## src/rtl/or16_bist_pkg.sv

```systemverilog
// Shared types and constants for the OR16 built-in self-test sequencer.
// Holds the state encoding, the LFSR tap mask and the four directed operand pairs.
package or16_bist_pkg;

  typedef enum logic [1:0] {S_IDLE, S_SETTLE, S_CHECK, S_DONE} state_t;

  typedef struct packed {
    logic [15:0] a;
    logic [15:0] b;
  } vec_t;

  localparam logic [15:0] LFSR_TAP     = 16'hB400;
  localparam logic [15:0] NO_FAIL      = 16'hFFFF;
  localparam logic [15:0] NUM_DIRECTED = 16'd4;

  // Directed {a,b} pairs, index 0 in the low word: (0,0) (1,0) (0,1) (1,1)
  localparam logic [3:0][31:0] DIR_VEC = {32'h0001_0001, 32'h0000_0001,
                                          32'h0001_0000, 32'h0000_0000};

endpackage

```

## src/rtl/or16_bist_lfsr16.sv

```systemverilog
// One combinational step of the 16-bit Galois right-shift LFSR.
module lfsr16
  import or16_bist_pkg::*;
(
  input  logic [15:0] cur,
  output logic [15:0] nxt
);

  assign nxt = cur[0] ? ((cur >> 1) ^ LFSR_TAP) : (cur >> 1);

endmodule

```

## src/rtl/or16_bist.sv

```systemverilog
// Vector sequencer that drives an OR16 gate, waits SETTLE cycles, and judges
// each result against an inline a|b, counting mismatches and the first failure.
module or16_bist
  import or16_bist_pkg::*;
#(
  parameter int          SETTLE      = 1,
  parameter int          NUM_VECTORS = 64,
  parameter logic [15:0] SEED        = 16'hACE1
) (
  input  logic        clk,
  input  logic        rst_n,
  input  logic        start,
  input  logic [15:0] dut_out,
  output logic [15:0] a,
  output logic [15:0] b,
  output logic        busy,
  output logic        done,
  output logic        pass,
  output logic [7:0]  err_count,
  output logic [15:0] fail_index
);

  localparam logic [15:0] LAST_IDX = 16'(NUM_VECTORS - 1);
  localparam logic [15:0] CNT_END  = 16'(SETTLE - 1);

  state_t      state, state_nxt;
  logic [15:0] lfsr, lfsr_nxt, idx, idx_nxt, cnt, cnt_nxt, nidx;
  logic [15:0] a_nxt, b_nxt, fi_nxt;
  logic [7:0]  err_nxt, err_inc;
  logic        busy_nxt, done_nxt, pass_nxt, mismatch;

  // Two chained steps: chain[1] becomes b, chain[2] is the state after the pair
  logic [2:0][15:0] chain;
  assign chain[0] = lfsr;

  for (genvar g = 0; g < 2; g++) begin : g_step
    lfsr16 u_step (.cur(chain[g]), .nxt(chain[g+1]));
  end

  always_comb begin
    state_nxt = state;
    lfsr_nxt  = lfsr;
    idx_nxt   = idx;
    cnt_nxt   = cnt;
    a_nxt     = a;
    b_nxt     = b;
    err_nxt   = err_count;
    fi_nxt    = fail_index;
    busy_nxt  = busy;
    done_nxt  = done;
    pass_nxt  = pass;
    // Expected value is computed here, never from a second OR16 that could share the fault
    mismatch  = dut_out != (a | b);
    err_inc   = (err_count == 8'hFF) ? err_count : err_count + 8'd1;
    nidx      = idx + 16'd1;
    case (state)
      S_IDLE, S_DONE: begin
        if (start) begin
          state_nxt      = S_SETTLE;
          {a_nxt, b_nxt} = DIR_VEC[0];
          lfsr_nxt       = SEED;
          idx_nxt        = '0;
          cnt_nxt        = '0;
          err_nxt        = '0;
          fi_nxt         = NO_FAIL;
          busy_nxt       = 1'b1;
          done_nxt       = 1'b0;
          pass_nxt       = 1'b0;
        end
      end
      S_SETTLE: begin
        cnt_nxt = cnt + 16'd1;
        if (cnt == CNT_END) state_nxt = S_CHECK;
      end
      S_CHECK: begin
        if (mismatch) begin
          err_nxt = err_inc;
          if (fail_index == NO_FAIL) fi_nxt = idx;
        end
        if (idx == LAST_IDX) begin
          state_nxt = S_DONE;
          busy_nxt  = 1'b0;
          done_nxt  = 1'b1;
          pass_nxt  = (err_nxt == 8'd0);
        end else begin
          state_nxt = S_SETTLE;
          cnt_nxt   = '0;
          idx_nxt   = nidx;
          if (nidx < NUM_DIRECTED) begin
            {a_nxt, b_nxt} = DIR_VEC[nidx[1:0]];
          end else begin
            a_nxt    = lfsr;
            b_nxt    = chain[1];
            lfsr_nxt = chain[2];
          end
        end
      end
      default: state_nxt = S_IDLE;
    endcase
  end

  always_ff @(posedge clk or negedge rst_n) begin
    if (!rst_n) begin
      state      <= S_IDLE;
      lfsr       <= SEED;
      idx        <= '0;
      cnt        <= '0;
      a          <= '0;
      b          <= '0;
      err_count  <= '0;
      fail_index <= NO_FAIL;
      busy       <= 1'b0;
      done       <= 1'b0;
      pass       <= 1'b0;
    end else begin
      state      <= state_nxt;
      lfsr       <= lfsr_nxt;
      idx        <= idx_nxt;
      cnt        <= cnt_nxt;
      a          <= a_nxt;
      b          <= b_nxt;
      err_count  <= err_nxt;
      fail_index <= fi_nxt;
      busy       <= busy_nxt;
      done       <= done_nxt;
      pass       <= pass_nxt;
    end
  end

endmodule

```

## config.mk

```make
export PLATFORM = sky130hd
export DESIGN_NAME = or16_bist
export DESIGN_NICKNAME = d
export VERILOG_FILES = /design/src/rtl/or16_bist_pkg.sv /design/src/rtl/or16_bist_lfsr16.sv /design/src/rtl/or16_bist.sv
export SDC_FILE = /design/constraint.sdc
export NUM_CORES = 1
export LEC_CHECK = 0
export ABC_AREA = 1
export CAP_MARGIN = 20
export CORE_ASPECT_RATIO = 0.75
export CORE_MARGIN = 2
export CORE_UTILIZATION = 45
export DETAILED_ROUTE_END_ITERATION = 8
export PLACE_DENSITY = 0.71
export SLEW_MARGIN = 20
export SYNTH_ARGS = -nofsm -noshare
export SYNTH_HDL_FRONTEND = slang
export SYNTH_SLANG_ARGS = --single-unit
```

## constraint.sdc

```tcl
create_clock -name clk -period 4.8 [get_ports clk]
set_input_delay 0.48 -clock clk [delete_from_list [all_inputs] [get_ports clk]]
set_output_delay 0.48 -clock clk [all_outputs]
set_load 0.05 [all_outputs]
```

==> results.toml <==
[clock_tree]
clk_pin_slew_ps = 70
cts_hold_buf = 0
cts_sinks = 98
cts_tree = "built"
post_cts_resized = 0
postCtsSetupBuffers = 0
htree_levels = 3
clock_latency_ps = 350
numCtsBuffers = 9
cts_buffer_depth = 2
clockRootBuffer = "clkbuf_16"

[final_layout]
mostFrequentLayoutCells = "nand2_1 (169), inv_1 (77), clkdlybuf4s50_1 (76), dfrtp_1 (74), nand3_1 (68)"
synthToLayoutAreaGrowth_pct = 19.9
antennaDiodeCount = 0
drive_gt1_frac = 0.0888
final_common_cell = "nand2_1"
final_nets = 787

[place]
port_buffers = 77
hpwl_mm = 9.99
globalplace.congestion = 0.924
place_ws_ps = 1540

[yosys]
synth_top_area_cell = "dfrtp_1"
netlist_instances = 699
synth_cell_types = 35
synth-compound-area-share = 0.116
synthSimpleGateAreaFrac = 0.295
netlist_area_um2 = 5470
synthMuxAreaShare = 0
avgSynthCellArea_um2 = 7.82
synth_fa_ha_area_frac = 0.0160
ys_ff_latch = 98
synth_fp_nets = 725
yosysSeqAreaShare = 0.454
synth_top_area_frac = 0.339
synth_top_family_by_area = "simple AND/OR/NAND/NOR gates"
ys_warn_count = 0
netlist_top_cells_area = "dfrtp_1 (34%), nand2_1 (12%), dfstp_2 (12%), nand3_1 (6.2%), inv_1 (5.3%)"
synth-xor-area-share = 0.0336

[route]
drt_pass1_iterations = 5
wirelength_mm = 13.9
drcViolationCount = 0
vias_per_cell = 5.36
wl_per_cell_um = 14.9
drtIter0Drc = 448
ant_nets = 0
vias = 4974

[timing]
clock.fmax_ghz = 0.302
setup_tns_ps = 0
setup_viol = 0
slew_headroom = 0.493
finalCriticalPeriod_ps = 3310
rsz0062_at_grt = "false"
finalWorstSetupSlack_ps = 1490
worstMarginPinSlew_ps = 759
hold_viol = 0
slew_violations = 0
fin_worst_skew_ps = 8.55
timing.final.crit_share = 0.690

[global_route]
grt-ovfl-total = 0
grt_pass1_wl_mm = 22.9
grt_max_degree = 54
grt_use_total = 0.217
grt_pass1_vias = 4540
antenna_found_initial = 0

[setup_path]
critPathKind = "register to register"
worst_setup_path_start_kind = "register"
slowest_delay_ps = 590
worst_setup_path_end_kind = "register"
cp_top_family = "simple AND/OR/NAND/NOR gates"
crit_top_cell = "nand2_1"
crit_chain = "inv_1 > ha_1 > inv_1 > nor2_1 > inv_1 > nand2_1 > nand2_1 > inv_2 > nand2_4 > nand2_1 > nand2_1"
rr_startpoint = "state[0]$_DFFE_PN0P_"
cp_max_fo = 43
cp_slowest_cell = "inv_2"
cp.arrival_ps = 3550
setup.worst_path.end = "lfsr[1]$_DFFE_PN0P_"
startpoint = "state[0]$_DFFE_PN0P_"
critPathRequiredTime_ps = 5030
r2r_slack_ps = 1490
path_buf_inv = 4
reg2reg_to = "lfsr[1]$_DFFE_PN0P_"
cp.depth = 11
reg2reg_depth = 11

[power]
p_total_w = 0.00282
ir_drop_uv = 375
p_per_area_nw_per_um2 = 431
p_leak_nw = 3.03

[floorplan]
die-area_um2 = 13100
die_h_um = 99.5
row_count = 34
core_um2 = 11700
start_util = 0.466
ioPinCount = 78
die_w_um = 131

[outcome]
status = "complete, no violations"

[run]
maxCapViolations = 0

[hold_path]
hold_path.class = "input port to asynchronous set/reset pin"
## cell families (layout without fill, tap and decap cells)
kind of cell             Yosys count  after routing
AO/OA/AOI/OAI                    109            109
AND/OR/NAND/NOR                  357            357
adder cells (fa/ha/maj)            7              7
XOR/XNOR                          21             21
buffers and inverters            107            174
flip-flops                        98             98
## metrics by stage
stage	hold WS, ps	std cells	utilization	area (um2)
global route	188	928	0.558	6550
floorplan	184	699	-	5470
global placement	451	912	0.535	6280
detailed placement	462	912	0.535	6280
CTS	152	928	0.558	6550
finish	139	928	0.558	6550
## worst min-delay path by stage
stage | start | end | slack (ps) | cells past startpoint
floorplan | rst_n | a[0]$_DFFE_PN0P_ | 180 | 0
global placement | lfsr[7]$_DFFE_PN1P_ | lfsr[7]$_DFFE_PN1P_ | 450 | 2
detailed placement | lfsr[10]$_DFFE_PN1P_ | lfsr[10]$_DFFE_PN1P_ | 460 | 2
CTS | rst_n | lfsr[12]$_DFFE_PN0P_ | 150 | 1
global route | rst_n | a[13]$_DFFE_PN0P_ | 190 | 1
finish | rst_n | a[12]$_DFFE_PN0P_ | 140 | 1
## synthesized netlist by cell type
cell type and number:
o21ai_2 1, dfstp_2 24, nand4_1 13, nand2_4 1, inv_2 2, o31ai_1 8, nand2_2 8, nand3b_1 1
nand3_2 2, a31oi_1 1, nand3_1 68, or2_2 3, buf_12 1, nand2_1 169, dfrtp_1 74, buf_4 11
o21bai_1 16, nor2_4 3, clkbuf_1 9, xor2_1 17, clkinv_1 1, o21ai_0 37, buf_2 6, nor3_4 2
nor2_1 66, nand4_4 1, xnor2_1 4, ha_1 7, o21ai_1 5, nor2_2 3, o22ai_1 18, a21oi_1 23
nor3_1 9, nor4_1 8, inv_1 77
## flip-flops by register name, summed over array words and instances, names as in the netlist
signal      count
err_count       8
pass            1
b               6
fail_index     16
lfsr           16
done            1
busy            1
a              15
idx            16
state           2
cnt            16
## report_power, final
group	internal (W)	leakage, nW	switching [W]
Sequential	0.000989	1.27	0.000118
Combinational	0.000306	1.63	0.000747
Clock	0.000349	0.129	0.000314
Total	0.00164	3.03	0.00118
## final cells by class
cell class / count / area, um2
Clock buffer: 9 / 225
Clock inverter: 7 / 46.3
Fill cell: 1096 / 5190
Inverter: 80 / 300
Multi-Input combinational cell: 494 / 2520
Sequential cell: 98 / 2480
Tap cell: 162 / 203
Timing Repair Buffer: 78 / 776
## metal layers
layer	GRT usage	up-vias	routed length, um
li1	-	2418	-
met1	0.317	2345	6730
met2	0.327	188	5870
met3	0.0469	23	1010
met4	0.0602	0	238
met5	0	-	0
(Power assumes the default switching activity.)
